### src/rtl/lfsr_prbs_gen_pkg.sv
// Shared LFSR definitions: FSM state type, default tap masks and a generic
// next-state helper for widths up to LFSR_MAX_W bits.
package lfsr_pkg;

    typedef enum logic {ST_IDLE, ST_RUN} lfsr_state_e;

    localparam int LFSR_MAX_W = 64;

    localparam logic [3:0]  LFSR_TAPS_4  = 4'b1001;
    localparam logic [15:0] LFSR_TAPS_16 = 16'hB400;
    localparam logic [31:0] LFSR_TAPS_32 = 32'h8020_0003;

    // State bits above 'width' are ignored; the result is confined to 'width' bits.
    function automatic logic [LFSR_MAX_W-1:0] lfsr_next(
        input logic [LFSR_MAX_W-1:0] state,
        input logic [LFSR_MAX_W-1:0] taps,
        input int unsigned           width,
        input logic                  galois
    );
        logic [LFSR_MAX_W-1:0] mask;
        logic [LFSR_MAX_W-1:0] s;
        mask = (width >= LFSR_MAX_W) ? '1 : ((LFSR_MAX_W'(1) << width) - LFSR_MAX_W'(1));
        s    = state & mask;
        if (galois) begin
            return ({1'b0, s[LFSR_MAX_W-1:1]} ^ (s[0] ? (taps & mask) : '0)) & mask;
        end
        return {s[LFSR_MAX_W-2:0], ^(s & taps)} & mask;
    endfunction

endpackage

### src/rtl/lfsr_core.sv
// Pure combinational LFSR next-state function, shared with the scrambler.
// Fibonacci shifts left with XOR feedback into bit 0; Galois shifts right and
// folds the tap mask in when the outgoing bit is set.
module lfsr_core #(
    parameter int               WIDTH  = 16,
    parameter logic [WIDTH-1:0] TAPS   = 16'hB400,
    parameter bit               GALOIS = 1'b0
) (
    input  logic [WIDTH-1:0] state_i,
    output logic [WIDTH-1:0] next_o
);

    generate
        if (GALOIS) begin : g_galois
            assign next_o = {1'b0, state_i[WIDTH-1:1]} ^ (state_i[0] ? TAPS : '0);
        end else begin : g_fib
            assign next_o = {state_i[WIDTH-2:0], ^(state_i & TAPS)};
        end
    endgenerate

endmodule

### src/rtl/lfsr_prbs_gen.sv
// Back-pressurable PRBS word source: LFSR state, reference seed for period-wrap
// detection, step counter, IDLE/RUN handshake FSM and wrap/lock-up pulses.
module lfsr_prbs_gen
    import lfsr_pkg::*;
#(
    parameter int               WIDTH  = 16,
    parameter logic [WIDTH-1:0] TAPS   = 16'hB400,
    parameter logic [WIDTH-1:0] SEED   = 16'h0001,
    parameter bit               GALOIS = 1'b0
) (
    input  logic             clk,
    input  logic             reset,
    input  logic             seed_load_i,
    input  logic [WIDTH-1:0] seed_i,
    output logic [WIDTH-1:0] lfsr_o,
    output logic             valid_o,
    input  logic             ready_i,
    output logic [WIDTH-1:0] step_cnt_o,
    output logic             wrap_o,
    output logic             lockup_o
);

    lfsr_state_e      fsm_q, fsm_d;
    logic [WIDTH-1:0] state_q, state_d;
    logic [WIDTH-1:0] ref_q, ref_d;
    logic [WIDTH-1:0] cnt_q, cnt_d;
    logic             wrap_q, wrap_d;
    logic             lock_q, lock_d;
    logic [WIDTH-1:0] next_state;
    logic [WIDTH-1:0] load_val;
    logic             seed_zero;
    logic             advance;

    lfsr_core #(
        .WIDTH  (WIDTH),
        .TAPS   (TAPS),
        .GALOIS (GALOIS)
    ) u_core (
        .state_i (state_q),
        .next_o  (next_state)
    );

    assign seed_zero = (seed_i == '0);
    assign load_val  = seed_zero ? SEED : seed_i;
    assign advance   = valid_o && ready_i;

    always_comb begin
        state_d = state_q;
        ref_d   = ref_q;
        cnt_d   = cnt_q;
        fsm_d   = ST_RUN;
        wrap_d  = 1'b0;
        lock_d  = 1'b0;
        if (seed_load_i) begin
            // A load discards any coincident handshake and drops valid for one cycle.
            state_d = load_val;
            ref_d   = load_val;
            cnt_d   = '0;
            fsm_d   = ST_IDLE;
            lock_d  = seed_zero;
        end else if (fsm_q == ST_RUN && state_q == '0) begin
            state_d = SEED;
            cnt_d   = '0;
            lock_d  = 1'b1;
        end else if (advance) begin
            state_d = next_state;
            if (next_state == ref_q) begin
                cnt_d  = '0;
                wrap_d = 1'b1;
            end else begin
                cnt_d = cnt_q + WIDTH'(1);
            end
        end
    end

    always_ff @(posedge clk) begin
        if (reset) begin
            fsm_q   <= ST_IDLE;
            state_q <= SEED;
            ref_q   <= SEED;
            cnt_q   <= '0;
            wrap_q  <= 1'b0;
            lock_q  <= 1'b0;
        end else begin
            fsm_q   <= fsm_d;
            state_q <= state_d;
            ref_q   <= ref_d;
            cnt_q   <= cnt_d;
            wrap_q  <= wrap_d;
            lock_q  <= lock_d;
        end
    end

    assign lfsr_o     = state_q;
    assign valid_o    = (fsm_q == ST_RUN);
    assign step_cnt_o = cnt_q;
    assign wrap_o     = wrap_q;
    assign lockup_o   = lock_q;

endmodule
### config.mk
export PLATFORM = sky130hd
export DESIGN_NAME = lfsr_prbs_gen
export DESIGN_NICKNAME = d
export VERILOG_FILES = /design/src/rtl/lfsr_prbs_gen_pkg.sv /design/src/rtl/lfsr_core.sv /design/src/rtl/lfsr_prbs_gen.sv
export SDC_FILE = /design/constraint.sdc
export NUM_CORES = 1
export LEC_CHECK = 0
export ABC_AREA = 1
export CORE_AREA = 2 2 82 84
export DETAILED_ROUTE_END_ITERATION = 7
export DIE_AREA = 0 0 84 86
export GPL_ROUTABILITY_DRIVEN = 1
export GPL_TIMING_DRIVEN = 0
export PLACE_DENSITY = 0.85
export SLEW_MARGIN = 10
export SYNTH_ARGS = -nofsm -noshare
export SYNTH_HDL_FRONTEND = slang
export SYNTH_HIERARCHICAL = 1
export SYNTH_SLANG_ARGS = --single-unit
### constraint.sdc
create_clock -name clk -period 1.6 [get_ports clk]
set_input_delay 0.32 -clock clk [delete_from_list [all_inputs] [get_ports clk]]
set_output_delay 0.32 -clock clk [all_outputs]
set_load 0.02 [all_outputs]
# Word level (Yosys, flattened, before mapping)

Cells that the tools add are included.

Flip-flop bits (word level): 51
Latch bits: 0
Bits in writable memories: 0
ROM bits: 0
Input bits: 20
Output and inout bits: 35
Logic and storage cells: 26
Memories: 0

Add/subtract/negate cells: 1
$mul: 0
Div/mod/pow operators: 0
Order comparisons: 0
Equal/unequal tests: 1
Shift operators: 0
Mux-type cells: 9
Bitwise gates (word level): 1
Reductions and logical operators: 8

Operator list:

| operator                                      | count |
|---|---|
| 2-to-1 mux 16 bit                             | 5 |
| zero test 16 bit                              | 2 |
| adder 16 x 1 -> 16 bit, second input constant | 1 |
| equality test 16 bit                          | 1 |
| parity 16 bit                                 | 1 |
| 2-to-1 mux 1 bit                              | 4 |
| OR reduction 4 bit                            | 1 |
| nonzero test 3 bit                            | 1 |
| OR reduction 3 bit                            | 1 |
| logical AND 1 bit                             | 2 |
| NOT 1 bit                                     | 1 |

# Longest topological paths before layout

Gate-level depths: netlist (run 1).

Word-level depth: 4
Mapped depth: 15
Mapped depth without buffers: 14

# Modules after synthesis

Netlist (run 1), hierarchy kept.

By module, submodules not included:

| module        | instances | cells each | area an instance (um^2) |
|---|---|---|---|
| lfsr_prbs_gen | 1         | 426        | 2746.4 |
| lfsr_core     | 1         | 30         | 176.4 |

# Least setup slack after synthesis (run 1)

OpenSTA, ideal clock, no wires.

Kind: reg-to-reg
From: register state_q[12], in the netlist lfsr_o[12]
To: register cnt_q[8], in the netlist step_cnt_o[8]
Library setup time: 117 ps
Data arrival time: 1537 ps
Data required time: 1483 ps
Setup slack: -54 ps
Cell stages (with the launch flop): 15
Buffers on the path: 1
Path through: dfxtp_1 > nand2_1 > inv_1 > nor2_1 > nand2_1 > nand2_1 > nor2_1 > nor2_1 > nor2_2 > nand2_1 > nor2_2 > nand3_2 > nand2_4 > buf_12 > nor2_1

Longest elaborated chain between the ends: 3
Elaborated cells between the ends (all ways): 6
Classes of those cells: eq/ne: 1; mux: 1; reduce/logical: 4

Ends and longest elaborated chain:

| element                | line                | RTL |
|---|---|---|
| from (decl)            | lfsr_prbs_gen.sv:24 | `logic [WIDTH-1:0] state_q, state_d;` |
| from (signal assigned) | lfsr_prbs_gen.sv:86 | `state_q <= state_d;` |
| parity 16 bit          | lfsr_core.sv:17     | `assign next_o = {state_i[WIDTH-2:0], ^(state_i & TAPS)};` |
| via next_state[0]      | lfsr_prbs_gen.sv:29 | `logic [WIDTH-1:0] next_state;` |
| equality test 16 bit   | lfsr_prbs_gen.sv:67 | `if (next_state == ref_q) begin` |
| 2-to-1 mux 16 bit      | lfsr_prbs_gen.sv:67 |  |
| to (signal assigned)   | lfsr_prbs_gen.sv:88 | `cnt_q <= cnt_d;` |
| to (decl)              | lfsr_prbs_gen.sv:26 | `logic [WIDTH-1:0] cnt_q, cnt_d;` |

The timed path passes the listed nets, and every way through them passes these cells.
A chain may end at the register's enable or synchronous reset.

# Worst setup path after layout (run 1)

From: register state_q[13], in the netlist lfsr_o[13]
To: register cnt_q[8], in the netlist step_cnt_o[8]

Same word-level chain as after synthesis.

==> implementation parameters, run 1 <==
Parameter                              Value

Floorplan
  Count of boundary I/O pins ... 55
  Starting density of the core ... 46.6%
  Die height ... 86 um
  Chip width ... 84 um
  Area of the die ... 7220 um^2
  Count of standard-cell rows ... 29
  Placeable core region ... 6280 um^2

Final layout
  Most common cell after layout, fill and taps aside ... nand2_1
  Antenna cell count ... 0
  Layout cells sized above 1 ... 18.0%
  Area growth from synthesis to layout ... 32.7%
  Number of standard cells in the layout, taps in and fillers out ... 610
  Most frequent cells in the layout ... 124 x nand2_1, 61 x inv_1, 59 x nor2_1, 44 x dfxtp_1, 33 x nand3_1
  # nets final ... 553
  Count of fill cells added during filler insertion ... 573

Status
  Outcome ... finished with violations
  Failing checks ... negative setup slack

Power and ir drop
  Net Sw Power ... 0.000840 W
  Power density relative to cell area ... 732 nW/um^2
  Power share of the combinational group ... 22.5%
  Total chip power ... 0.00284 W
  Clock group share of total power ... 29.0%
  Peak supply drop ... 0.611 mV
  Switching share of total power ... 29.6%
  Pleak ... 1.91 nW
  Cell-internal power ... 0.00200 W
  Part of the total power dissipated in sequential elements ... 48.5%

Worst setup path
  Worst path buffer plus inverter count ... 3
  Critical Path Max Stage Delay ... 0.38 ns
  Kind of launch point of the worst setup path ... flop
  Critical path fanouts, max ... 5
  Cells traversed along the worst timing path ... nand2_2 > inv_2 > nor2_2 > nand2_1 > nand2_2 > nand2_2 > inv_2 > nor2_2 > nor2_2 > nand2_1 > nor2_2 > nand3_2 > nand2_4 > clkbuf_16 > nor2_1
  CP endpoint kind ... flop
  Category of the most critical setup path ... reg2reg
  Required time of the critical path ... 1.81 ns
  Slowest-stage cell, CP ... dfxtp_4
  Crit path max-delay family ... simple AND/OR/NAND/NOR gates
  Most repeated library cell on the critical path ... nor2_2
  Worst Path Arrival ... 1.95 ns

Route
  Router iterations before antenna repair ... 5
  Number of vias after detailed routing ... 3157
  Via density ... 5.18
  Number of routed nets with antenna violations ... 0
  Drc violations ... 0
  DRT Wirelength ... 8.34 mm
  Number of violations reported at the end of detailed-routing iteration 0 ... 324
  Final routed wire length divided by cell count ... 13.7 um

Run
  Number of max-cap violations ... 0

Placement
  DPL Wire Length ... 5.97 mm
  Number of buffers added on ports ... 53
  Placed cell count ... 586
  Placer congestion estimate ... 0.892
  Worst setup slack after placement ... -0.549 ns

Clock tree
  Num CTS Buffers ... 5
  Clock sinks ... 51
  Insertion delay to the later sink of the worst-skew pair ... 0.31 ns
  Clock tree buffer depth ... 2
  CTS tree ... done
  Clock transition at the registers of the reported paths ... 0.09 ns
  Buffer type at the clock tree root ... clkbuf_8
  Maximum level of the CTS H-tree ... 2
  CTS Hold Buffers Added ... 0

Global routing
  Number of global-route vias before repair ... 2870
  Initial antenna violation count ... 0
  Overall global routing resource usage ... 22.5%
  Global route total overflow ... 0
  Largest net degree at the start of global routing ... 15
  Global-route wire length before repair ... 13.2 mm

STA
  Highest attainable clock frequency ... 577 MHz
  Final hold violation count ... 0
  RSZ-0062 raised after global routing ... true
  Period utilization ... 108%
  Worst Max-Slew Pin Slew ... 0.572 ns
  Clock period minus worst slack ... 1.73 ns
  Slew Viols, Final ... 0
  Setup Viol. Count Final ... 16
  Worst rel slew slack ... 61.9%
  Smallest setup slack after layout ... -0.134 ns
  Final clock skew ... 0.00679 ns

Logic synthesis
  Share of the yosys chip area belonging to registers ... 34.9%
  YS warnings ... 6
  Post-synthesis average cell area ... 6.41 um^2
  Synth Cell Area ... 2920 um^2
  Number of synthesized register bits ... 51
  Synth Instances ... 456
  Synthesized Nets ... 477
  Unique masters post-synth ... 31

Min path
  HP Class ... in2reg
-- area by class of cell --
cell class	instances	area [um^2]	share of cell area, %
sequential	51	1040	26.8
tap	77	96.3	2.48
clock buffer	8	100	2.58
inverter	68	263	6.78
timing repair buffer	69	653	16.8
multi-input combinational	310	1530	39.3
buffer	27	203	5.23
-- cell families (layout without fill, tap and decap cells) --
group	Yosys count	in the layout	share of synthesized area [%]
AOI/OAI and AO/OA	32	32	6.46
xor gates and xnor gates	11	11	3.30
adders and majority gates	1	1	0.428
buffers and inverters	95	172	15.0
DFF	51	51	34.9
muxes	1	1	0.342
and+or+nand+nor	265	265	39.5
-- per-layer routing --
layer	GRT usage, %	up-vias	part of all wire (%)
met2	37.7	151	47
met5	0	-	0
li1	-	1548	-
met1	28.6	1437	43
met4	8.06	0	2.4
met3	5.29	21	7.6
-- per-stage QoR --
| stage | hold slack [ns] | setup TNS, ns | area [um^2] | utilization, % |
|---|---|---|---|---|
| final | 0.450 | -1.62 | 3880 | 61.8 |
| after global routing | 0.470 | -3.94 | 3880 | 61.8 |
| after CTS | 0.446 | -0.828 | 3680 | 58.6 |
| after detailed placement | 0.473 | -13.72 | 3550 | 56.6 |
| after global placement | 0.464 | -13.60 | 3550 | 56.6 |
| after floorplan | 0.419 | 0 | 2930 | - |
-- synthesized netlist by cell type --
master	number	share of area, %
nand3_1	36	6.2
nand4_2	1	0.43
clkinv_1	2	0.26
buf_2	4	0.68
inv_1	65	8.3
o21ai_0	9	1.5
o21bai_1	4	1.0
o211ai_1	1	0.26
clkbuf_1	6	0.77
nand2_2	1	0.21
nor2_1	66	8.5
buf_1	1	0.13
inv_6	1	0.30
or2_2	5	1.1
a21oi_1	7	1.2
o21ai_2	1	0.30
nor3_1	2	0.34
nand4_1	7	1.5
nand2_4	2	0.77
mux2i_1	1	0.34
o22ai_1	10	2.1
nor2_2	9	1.9
nand3b_1	4	1.0
buf_4	15	3.9
xor2_1	9	2.7
nand3_2	3	1.0
ha_1	1	0.43
nand2_1	129	17
dfxtp_1	51	35
buf_12	1	0.68
xnor2_1	2	0.60
-- worst paths after layout --
kind	start	endpoint	slack, ns	cells past startpoint
setup reg to reg	lfsr_o[13]	step_cnt_o[8]	-0.13	15
setup / recovery	lfsr_o[13]	step_cnt_o[8]	-0.13	15
hold / removal	reset	ref_q[12]	0.45	2
hold reg to reg	ref_q[7]	ref_q[7]	0.48	2
-- registers in the layout, summed over array words and instances, names as in the netlist --
signal,flops
valid_o,1
ref_q,16
step_cnt_o,16
lockup_o,1
lfsr_o,16
wrap_o,1
-- worst register-to-register path, delay by kind of cell, from the launching register on --
family / cells / cell delay, ns
buf+inv: 3 / 0.24
simple gates: 12 / 1.04
flops: 1 / 0.38
-- power by group through the flow --
stage                     Clock [W]  Sequential (W)  Combinational, W
final                      0.000823         0.00138          0.000638
after global routing       0.000878         0.00139          0.000692
after CTS                  0.000838         0.00137          0.000573
after detailed placement          0         0.00141          0.000571
after global placement            0         0.00140          0.000560
after floorplan                   0         0.00143          0.000333
-- repair_timing --
item | in CTS | in global routing
setup endpoints to repair | 56 | 43
pin swaps | 3 | 15
resized for setup | 41 | 33
cloned | 0 | 2
setup buffers | 5 | 9
(Power assumes the default switching activity.)
==> run 2, diff against run 1 <==
--- a/config.mk
+++ b/config.mk
@@ -5,13 +5,12 @@
 export SDC_FILE = /design/constraint.sdc
 export NUM_CORES = 1
 export LEC_CHECK = 0
-export ABC_AREA = 1
-export CORE_AREA = 2 2 82 84
+export CORE_AREA = 2 2 76 78
 export DETAILED_ROUTE_END_ITERATION = 7
-export DIE_AREA = 0 0 84 86
+export DIE_AREA = 0 0 78 80
 export GPL_ROUTABILITY_DRIVEN = 1
-export GPL_TIMING_DRIVEN = 0
-export PLACE_DENSITY = 0.85
+export GPL_TIMING_DRIVEN = 1
+export PLACE_DENSITY = 0.83
 export SLEW_MARGIN = 10
 export SYNTH_ARGS = -nofsm -noshare
 export SYNTH_HDL_FRONTEND = slang
==> run 2 against run 1 <==
  * The flow still finishes with violations (negative setup slack)
  * Total power is 6.9% higher
  * Global-route usage is 0.94 points lower
  * Via count is 24% lower
  * Combinational power is 11% higher
  * Sequential share of layout area is 1.2 points higher
  * Clock power is 13% higher
  * Non-clock buffer count is 17 higher
  * Clock skew is 0.0016 ns lower
  * Final area is 4.4% lower
  * Highest routed layer unchanged
==> implementation parameters, run 2 <==
Parameter                              Value

Logic synthesis
  Cell type with the largest total area after synthesis ... dfxtp_1
  Most common cell in the synthesized netlist ... nand2_1
  Cell types occupying the most area after synthesis ... dfxtp_1 44%, xor2_1 9.9%, nand2_1 8.6%, nor2_1 6.0%, buf_4 5.2%
  Most used DFF post-synth ... dfxtp_1
  Count of flip-flops with a built-in enable after synthesis ... 0
  Synthesized Nets ... 298
  YS warnings ... 6
  Most frequent cells after synthesis ... 53 x nand2_1, 51 x dfxtp_1, 37 x nor2_1, 26 x xor2_1
  Post-synthesis async set-or-reset flop share ... 0%
  Post-synthesis average cell area ... 8.34 um^2
  Number of synthesized register bits ... 51
  Synth Instances ... 277
  Unique masters post-synth ... 35
  Synth Cell Area ... 2310 um^2
  Share of the synthesized area in the top cell type ... 44.2%
  Share of the yosys chip area belonging to registers ... 44.2%

Placement
  Placer congestion estimate ... 0.889
  Number of buffers added on ports ... 54
  Post-place instance area ... 3210 um^2
  DPL Wire Length ... 4.71 mm
  Placed cell count ... 430

Floorplan
  Area of the die ... 6240 um^2
  Count of boundary I/O pins ... 55
  Placeable core region ... 5410 um^2
  Count of standard-cell rows ... 27
  Die height ... 80 um
  Chip width ... 78 um
  Starting density of the core ... 42.7%

STA
  Setup Viol. Count Final ... 35
  Highest attainable clock frequency ... 515 MHz
  RSZ-0062 raised after global routing ... true
  Worst Max-Slew Pin Slew ... 0.328 ns
  Smallest setup slack after layout ... -0.342 ns
  Period utilization ... 121%
  Slew Viols, Final ... 0
  Worst hold slack ... 0.298 ns
  Worst rel slew slack ... 78.0%
  Final hold violation count ... 0
  Clock period minus worst slack ... 1.94 ns
  Final clock skew ... 0.00520 ns

Clock tree
  Maximum level of the CTS H-tree ... 2
  CTS tree ... done
  Insertion delay to the later sink of the worst-skew pair ... 0.31 ns
  CTS Hold Buffers Added ... 0
  Clock sinks ... 51
  Buffer type at the clock tree root ... clkbuf_8
  Num CTS Buffers ... 5
  Clock transition at the registers of the reported paths ... 0.10 ns
  Clock tree buffer depth ... 2

Run
  Number of max-cap violations ... 0

Final layout
  # nets final ... 393
  Layout cells sized above 1 ... 38.1%
  Final core utilization ... 68.6%
  Most frequent cells in the layout ... 47 x buf_4, 43 x nand2_1, 42 x dfxtp_1, 33 x dlygate4sd2_1, 25 x xor2_1
  Number of standard cells in the layout, taps in and fillers out ... 445
  Most common cell after layout, fill and taps aside ... buf_4
  Antenna cell count ... 0
  Total non-filler cell area in the finished layout ... 3710 um^2
  Area growth from synthesis to layout ... 60.5%

Global routing
  Largest net degree at the start of global routing ... 18
  Global route total overflow ... 0
  Global-route wire length before repair ... 10.6 mm
  Initial antenna violation count ... 0
  Overall global routing resource usage ... 21.6%
  Number of global-route vias before repair ... 2214

Worst setup path
  Slowest-stage cell, CP ... dfxtp_4
  Worst path buffer plus inverter count ... 1
  CP endpoint kind ... flop
  Critical path fanouts, max ... 16
  Critical Path Max Stage Delay ... 0.37 ns
  Worst Path Arrival ... 2.15 ns
  Category of the most critical setup path ... reg2reg
  Cells traversed along the worst timing path ... xor2_2 > xnor2_2 > xor2_1 > nor3_1 > nand4_1 > o31ai_4 > buf_12 > nor2_1
  Kind of launch point of the worst setup path ... flop
  Crit path max-delay family ... simple AND/OR/NAND/NOR gates
  Required time of the critical path ... 1.81 ns

Min path
  HP Class ... in2reg

Route
  Via density ... 5.42
  Final routed wire length divided by cell count ... 17.0 um
  Router iterations before antenna repair ... 4
  Number of vias after detailed routing ... 2413
  Number of routed nets with antenna violations ... 0
  DRT Wirelength ... 7.58 mm
  Number of violations reported at the end of detailed-routing iteration 0 ... 113
  Drc violations ... 0

Power and ir drop
  Power density relative to cell area ... 819 nW/um^2
  Total chip power ... 0.00303 W
  Pleak ... 1.70 nW
  Peak supply drop ... 0.556 mV

Status
  Outcome ... finished with violations
  Failing checks ... negative setup slack
[run 2: cell types whose count changed after synthesis, moves of 9 or more]
cell,previous run,this run
nand3_1,36,6
nand2_1,129,53
xor2_1,9,26
nor2_1,66,37
a21oi_1,7,16
inv_1,65,0
[run 2: what timing repair did]
action,in CTS,in global routing
pin swaps,4,17
hold endpoints to repair,0,0
setup endpoints to repair,67,40
gates resized for setup,46,98
buffers inserted,2,5
[run 2: area by class of cell]
cell class / count / area (um^2)
clock inverter: 3 / 47.5
multi-input combinational: 201 / 1420
tap: 72 / 90.1
fill: 385 / 1700
clock buffer: 5 / 68.8
sequential: 51 / 1030
timing repair buffer: 113 / 1040
[run 2: kinds of logic (layout without fill, tap and decap cells)]
| logic type | Yosys count | count (layout) | synth area share (%) |
|---|---|---|---|
| compound gates | 39 | 39 | 10.1 |
| xor+xnor | 34 | 34 | 12.9 |
| fa+ha+maj | 1 | 1 | 0.542 |
| buf+inv | 25 | 121 | 7.15 |
| flops | 51 | 51 | 44.2 |
| simple gates | 127 | 127 | 25.1 |
[run 2: path summary, 6_finish.rpt]
check                   from       endpoint  slack (ns)  cells past startpoint
hold reg to reg    ref_q[12]      ref_q[12]        0.47                      2
setup reg to reg  lfsr_o[10]  step_cnt_o[4]       -0.34                      8
hold / removal    seed_i[15]      ref_q[15]        0.30                      3
setup / recovery  lfsr_o[10]  step_cnt_o[4]       -0.34                      8
[run 2: tightest hold or removal path, cell delays in order]
cell and delay, ns:
dlymetal6s2s_1 0.13, nand2_2 0.08, nand2_1 0.05
[run 2: through the flow]
stage               setup TNS [ns]  setup slack [ns]
floorplan                    -2.53            -0.208
global placement            -12.47            -0.306
detailed placement          -14.24            -0.359
CTS                          -4.42            -0.283
global route                -10.25            -0.458
finish                       -7.20            -0.342
[run 2: routing by layer]
| layer | track usage [%] | wire length (um) | vias up |
|---|---|---|---|
| met1 | 26.0 | 3040 | 1139 |
| met5 | 0 | 0 | - |
| met3 | 4.30 | 486 | 34 |
| met2 | 37.0 | 3690 | 133 |
| met4 | 10.4 | 363 | 0 |
| li1 | - | - | 1107 |
[run 2: power by group]
part / leakage, nW / switching (W) / internal, W
clock: 0.0587 / 0.000455 / 0.000475
combinational: 1.22 / 0.000370 / 0.000338
sequential: 0.421 / 0.0000635 / 0.00133
